**src/rtl/apb_pkg.sv**
```systemverilog
// Shared types and defaults for the two-requester APB master.
package apb_pkg;

  localparam int APB_ADDR_W = 8;
  localparam int APB_DATA_W = 8;

  typedef enum logic [1:0] {
    APB_IDLE   = 2'd0,
    APB_SETUP  = 2'd1,
    APB_ACCESS = 2'd2
  } apb_state_t;

  // A TIMEOUT of 0 still needs a 1-bit counter to keep the register legal.
  function automatic int wait_cnt_width(input int timeout);
    return (timeout > 0) ? $clog2(timeout + 1) : 1;
  endfunction

endpackage

```
**src/rtl/apb_rr_arbiter.sv**
```systemverilog
// Two-way round-robin arbiter; on a tie the requester not granted last wins.
module apb_rr_arbiter (
  input  logic       clk,
  input  logic       reset,
  input  logic       en,
  input  logic [1:0] req,
  output logic [1:0] grant
);

  logic last_grant;

  always_comb begin
    grant = 2'b00;
    if (en) begin
      case (req)
        2'b01:   grant = 2'b01;
        2'b10:   grant = 2'b10;
        2'b11:   grant = last_grant ? 2'b01 : 2'b10;
        default: grant = 2'b00;
      endcase
    end
  end

  // Resets to 1 so that requester 0 wins the first tie.
  always_ff @(posedge clk) begin
    if (reset) begin
      last_grant <= 1'b1;
    end else if (|grant) begin
      last_grant <= grant[1];
    end
  end

endmodule

```
**src/rtl/apb_master_arbiter.sv**
```systemverilog
// APB master shared by two requesters: round-robin grant, SETUP/ACCESS
// sequencing, wait-state timeout and per-requester response pulses.
module apb_master_arbiter
  import apb_pkg::*;
#(
  parameter int ADDR_W  = APB_ADDR_W,
  parameter int DATA_W  = APB_DATA_W,
  parameter int TIMEOUT = 16
) (
  input  logic                pclk,
  input  logic                preset,
  input  logic [1:0]          req_valid,
  input  logic [1:0]          req_write,
  input  logic [2*ADDR_W-1:0] req_addr,
  input  logic [2*DATA_W-1:0] req_wdata,
  output logic [1:0]          req_ready,
  output logic [1:0]          rsp_valid,
  output logic [DATA_W-1:0]   rsp_rdata,
  output logic                rsp_err,
  output logic                pselx,
  output logic                penable,
  output logic                pwrite,
  output logic [ADDR_W-1:0]   paddr,
  output logic [DATA_W-1:0]   pwdata,
  input  logic [DATA_W-1:0]   prdata,
  input  logic                pready
);

  localparam int CNT_W = wait_cnt_width(TIMEOUT);

  apb_state_t        state;
  logic [1:0]        grant;
  logic [1:0]        grant_q;
  logic              arb_en;
  logic [CNT_W-1:0]  wait_cnt;
  logic              timeout_hit;
  logic              sel_write;
  logic [ADDR_W-1:0] sel_addr;
  logic [DATA_W-1:0] sel_wdata;

  // Grants are withheld while reset is high so nothing is accepted and lost.
  assign arb_en = (state == APB_IDLE) && !preset;

  apb_rr_arbiter u_arb (
    .clk   (pclk),
    .reset (preset),
    .en    (arb_en),
    .req   (req_valid),
    .grant (grant)
  );

  assign req_ready = grant;

  always_comb begin
    sel_write = req_write[0];
    sel_addr  = req_addr[0 +: ADDR_W];
    sel_wdata = req_wdata[0 +: DATA_W];
    if (grant[1]) begin
      sel_write = req_write[1];
      sel_addr  = req_addr[ADDR_W +: ADDR_W];
      sel_wdata = req_wdata[DATA_W +: DATA_W];
    end
  end

  // True on the ACCESS cycle that would be the TIMEOUT-th one without pready.
  assign timeout_hit = (TIMEOUT != 0) && ((int'(wait_cnt) + 1) >= TIMEOUT);

  always_ff @(posedge pclk) begin
    if (preset) begin
      state     <= APB_IDLE;
      grant_q   <= 2'b00;
      wait_cnt  <= '0;
      pselx     <= 1'b0;
      penable   <= 1'b0;
      pwrite    <= 1'b0;
      paddr     <= '0;
      pwdata    <= '0;
      rsp_valid <= 2'b00;
      rsp_rdata <= '0;
      rsp_err   <= 1'b0;
    end else begin
      rsp_valid <= 2'b00;
      rsp_rdata <= '0;
      rsp_err   <= 1'b0;
      case (state)
        APB_IDLE: begin
          if (|grant) begin
            grant_q  <= grant;
            pwrite   <= sel_write;
            paddr    <= sel_addr;
            pwdata   <= sel_wdata;
            pselx    <= 1'b1;
            penable  <= 1'b0;
            wait_cnt <= '0;
            state    <= APB_SETUP;
          end
        end
        APB_SETUP: begin
          penable <= 1'b1;
          state   <= APB_ACCESS;
        end
        APB_ACCESS: begin
          // pready takes priority over a timeout landing on the same cycle.
          if (pready) begin
            rsp_valid <= grant_q;
            rsp_rdata <= pwrite ? '0 : prdata;
            pselx     <= 1'b0;
            penable   <= 1'b0;
            state     <= APB_IDLE;
          end else if (timeout_hit) begin
            rsp_valid <= grant_q;
            rsp_err   <= 1'b1;
            pselx     <= 1'b0;
            penable   <= 1'b0;
            wait_cnt  <= '0;
            state     <= APB_IDLE;
          end else if (TIMEOUT != 0) begin
            wait_cnt <= wait_cnt + CNT_W'(1);
          end
        end
        default: begin
          pselx   <= 1'b0;
          penable <= 1'b0;
          state   <= APB_IDLE;
        end
      endcase
    end
  end

endmodule

```
**config.mk**
```make
export PLATFORM = sky130hd
export DESIGN_NAME = apb_master_arbiter
export DESIGN_NICKNAME = d
export VERILOG_FILES = /design/src/rtl/apb_pkg.sv /design/src/rtl/apb_rr_arbiter.sv /design/src/rtl/apb_master_arbiter.sv
export SDC_FILE = /design/constraint.sdc
export NUM_CORES = 1
export LEC_CHECK = 0
export BUFFER_PORTS_ARGS = -buffer_cell sky130_fd_sc_hd__buf_2
export CORE_MARGIN = 2
export CORE_UTILIZATION = 48
export CTS_BUF_LIST = sky130_fd_sc_hd__clkbuf_4 sky130_fd_sc_hd__clkbuf_8 sky130_fd_sc_hd__clkbuf_16
export CTS_CLUSTER_SIZE = 30
export DETAILED_ROUTE_END_ITERATION = 8
export GPL_TIMING_DRIVEN = 0
export HOLD_SLACK_MARGIN = 0.02
export PLACE_DENSITY = 0.83
export SLEW_MARGIN = 20
export SYNTH_ARGS = -nofsm -noshare
export SYNTH_HDL_FRONTEND = slang
export SYNTH_SLANG_ARGS = --single-unit
```
**constraint.sdc**
```tcl
create_clock -name pclk -period 3.7 [get_ports pclk]
set_input_delay 0.185 -clock pclk [delete_from_list [all_inputs] [get_ports pclk]]
set_output_delay 0.185 -clock pclk [all_outputs]
set_load 0.02 [all_outputs]
```
Yosys cells after proc, flatten, opt, wreduce, memory -nomap -nowiden
Cells that the tools add are included.
{ "totals": {"ff_bits": 40, "input_bits": 47, "out_inout_bits": 32, "wordCells": 61} }
{ "classes": {"addsub": 2, "order_cmp": 1, "n_eq_ne": 8, "muxes": 23, "n_bitwise": 3, "n_reduce_logical": 12} }
{ "op_table": {"columns": ["op", "count"], "rows": [
  ["$mux 8", 2],
  ["$mux 5", 3],
  ["$mux 2", 7],
  ["$pmux 2 s3", 2],
  ["$pmux 5 s2", 1],
  ["$add 5x1->6 const B", 1],
  ["$eq 2x2->1 const B", 3],
  ["$ge 6x5->1 const B", 1],
  ["$mux 1", 6],
  ["$pmux 1 s3", 2],
  ["$reduce_and 3->1", 2],
  ["$add 5x1->5 const B", 1],
  ["$eq 2x1->1 const B", 2],
  ["$reduce_and 2->1", 2],
  ["$reduce_or 2->1", 2],
  ["$reduce_or 4->1", 1],
  ["$ne 3x3->1 const B", 1],
  ["$not 1->1", 3],
  ["$reduce_or 3->1", 1],
  ["$logic_not 2->1", 1],
  ["$ne 2x1->1 const B", 1],
  ["$ne 2x2->1 const B", 1],
  ["$reduce_bool 2->1", 1],
  ["$logic_and 1x1->1", 1],
  ["$logic_not 1->1", 1]
]} }

Depth between registers and ports, before layout
{ "depth": {"depth_word": 6, "mapped_depth": 6, "depth_no_buf": 5} }

By module
A second synthesis with hierarchy kept.
{ "hier_totals": {"hier_cells": 165, "hier_area_um2": 1695.4} }
{ "by_module_without_submodules": {"columns": ["mod", "n_inst", "cells_each", "area_per_inst_um2", "seq_area_each_um2"], "rows": [
  ["apb_master_arbiter", 1, 157, 1636.6, 780.7],
  ["apb_rr_arbiter", 1, 8, 58.8, 20.0]
]} }

Worst setup path after synthesis
No wires, ideal clock.
{ "synth_timing": {"path_kind": "reg2reg", "start": "register penable (netlist name)", "end": "register u_arb.last_grant", "setup_time_ns": 0.120, "t_arrival_ns": 1.370, "required_ns": 3.580, "path_slack_ns": 2.210, "path_stages_with_launch": 6, "n_path_buf": 2, "synth_period_minus_slack_ns": 1.490, "cell_sequence": "dfxtp_1 nor3_4 nand3_4 buf_6 buf_6 a211o_1"} }
{ "synth_rtl": {"columns": ["item", "line_no", "text"], "rows": [
  ["end signal: assignment", "apb_rr_arbiter.sv:29", "last_grant <= grant[1];"],
  ["end: declaration", "apb_rr_arbiter.sv:10", "logic last_grant;"]
]} }

==> impl_metrics.toml <==
[placement]
gp_congestion = 0.798
portBuffers = 78
dp.final_hpwl_um = 2670

[timing]
setup-tns-final_ps = 0
period_needed_ps = 1830
final.setup_skew_ps = 7.78
finalSetupViolations = 0
tightest_slew_ps = 457
rsz0062_at_grt = "no"
final-hold-violation-count = 0
period_share = 0.495
finalMaxSlewViolations = 0
fmax_mhz = 546
slew_headroom = 0.695

[detailed_routing]
m1WireLength_um = 1620
met3WireLength_um = 262
first_iter_violations = 61
top_layer_used = "met4"
wl_met2_um = 1840
dr.pass1.iters = 4
vias = 1558
wl_per_cell_um = 11.8
vias_per_cell = 4.91
drc = 0
routed_wl_um = 3760
detail-route-antenna-nets = 0

[cts]
cts-root-buf = "clkbuf_4"
cts.sinks = 39
postCtsHoldBufs = 2
htreeDepth = 2
ctsLongestPathBuffers = 2
cts_tree = "yes"
cts.clk_slew.worst_paths_ps = 120
clk_latency_ps = 350
post_cts_buffers = 0
cts_resized = 0
numCtsBuffers = 5

[worst_hold_path]
hold_class = "in2reg"
hold_path_end = "paddr[7]"
hp-start = "req_addr[7]"
min_path_cells = 3

[yosys]
synth_cell_types = 34
ys_seq_area_frac = 0.484
ys_warn_count = 0
ys_ff_latch = 39
syn-instance-count = 177
synth_nets = 225
synth_area_per_cell_um2 = 9.11
synth_top_cell_by_area = "dfxtp_1"
syn_area_um2 = 1610
synth_area_leaders = "dfxtp_1 (48%), a311oi_1 (9.8%), nand2_1 (8.4%)"
yosys.area.top_type_share = 0.484

[global_route]
gr-total-overflow = 0
grt_pass1_wl_um = 5540
grt_max_degree = 14
grt_pass1_vias = 1284
grtUsageTotal = 0.195
antenna_found_initial = 0

[pwr]
ir_worst_vdd_mv = 0.251
p_total_mw = 0.833
powerDensity_nw_per_um2 = 379
power.leakage_nw = 1.00

[finish]
area_growth_pct = 36.3
final_common_cell = "buf_2"
most-common-layout-cells = "buf_2 (81), dfxtp_1 (39), nand2_1 (36)"
final_nets = 318
final_util = 0.669
diodes = 0
drive_above_1_share = 0.362

[floorplan]
initial_core_util = 0.491
core_um2 = 3280
fp.dieArea_um2 = 3840
die_h_um = 62.0
io_pins = 79
fp.dieW_um = 62.0
fp-row-count = 21

[setup_path]
crit_family = "simple AND/OR/NAND/NOR gates"
cp_slowest_cell = "dfxtp_1"
cp.required_ps = 3510
r2r-end = "wait_cnt[3]"
r2r-start = "wait_cnt[0]"
critPathBufInv = 2
critPathArrivalTime_ps = 1640
cp_cell_sequence = "nor3_4 -> nand3_2 -> inv_1 -> buf_2"
critPathCaptureType = "output pin"
crit_path_max_incr_delay_ps = 410
r2r_slack_ps = 2130
rr_worst_depth = 5
path_max_fanout = 9
path_class = "reg2out"
cp-start-kind = "flop"

[run]
drv_cap = 0

[outcome]
outcome = "complete, no violations"
[report_power, final]
part	switching, mW	internal (mW)
clock	0.142	0.0725
combinational	0.0865	0.0715
sequential	0.0159	0.444
total	0.245	0.588
[area by class of cell]
type                            instances  area (µm²)
Inverter                                2        10.0
Clock inverter                          3        20.0
Tap cell                               46        57.6
Sequential cell                        39         781
Buffer                                  9        68.8
Fill cell                             289        1090
Clock buffer                            5        37.5
Multi-Input combinational cell        127         753
Timing Repair Buffer                   86         470
[worst reg2reg max path: stages (launching register included)]
cell and delay (ps):
dfxtp_1 370, ha_1 260, a31oi_1 230, a41o_1 260
nand3_1 120, a311oi_1 260
[synth_stat cells]
cell type  instances
or2_1              1
clkbuf_1           3
nand3_1            3
o21ai_0            3
a22oi_1            1
inv_1              1
nor3b_1            3
o21bai_1           1
nor2b_1            1
buf_2              3
nand3_4            1
nand2_1           36
dfxtp_1           39
a21oi_1            5
inv_4              1
a31oi_1            1
buf_6              2
and2b_1            3
ha_1               1
nor3_4             1
or3b_4             1
nor2_1            22
and2_1             9
a311oi_1          18
nor4b_4            1
nand2b_1           4
or2b_1             1
a41o_1             1
a211o_1            1
a21boi_0           1
nand3_2            1
buf_12             1
nand4b_1           2
nor3_1             4
[stage by stage]
step | cells | worst slack (ps) | instance area (µm²) | hold WS [ps]
final | 317 | 1870 | 2200 | 87.8
after global routing | 317 | 1750 | 2200 | 65.2
after detailed placement | 301 | 2150 | 2060 | 387
after global placement | 301 | 2200 | 2060 | 386
after floorplan | 177 | 2210 | 1610 | 307
after CTS | 311 | 1850 | 2140 | 28.9
[kinds of logic after synthesis]
| family | share of synthesized area |
|---|---|
| DFF | 0.484 |
| and+or+nand+nor | 0.307 |
| adders and majority gates | 0.00776 |
| AOI/OAI and AO/OA | 0.152 |
| buffers and inverters | 0.0489 |
[registers in the layout, summed over array words and instances, names as in the netlist]
signal,flops
rsp_rdata,8
pwdata,8
pselx,1
state,1
pwrite,1
u_arb.last_grant,1
grant_q,2
penable,1
rsp_valid,2
rsp_err,1
wait_cnt,5
paddr,8
[worst max-delay path by stage]
stage	startpoint	to	slack [ps]	depth (start not counted)
detailed placement	penable	pwdata[4]	2150	4
global route	penable	req_ready[0]	1750	5
floorplan	penable	u_arb.last_grant	2210	5
finish	penable	req_ready[1]	1870	4
CTS	penable	req_ready[1]	1850	4
global placement	penable	u_arb.last_grant	2200	5
[metal layers]
layer,up-vias,global-route usage
li1,802,-
met1,682,0.254
met2,69,0.307
met3,5,0.0683
met4,0,0.0547
met5,-,0
No activity file was read; power rests on OpenSTA's default activity.
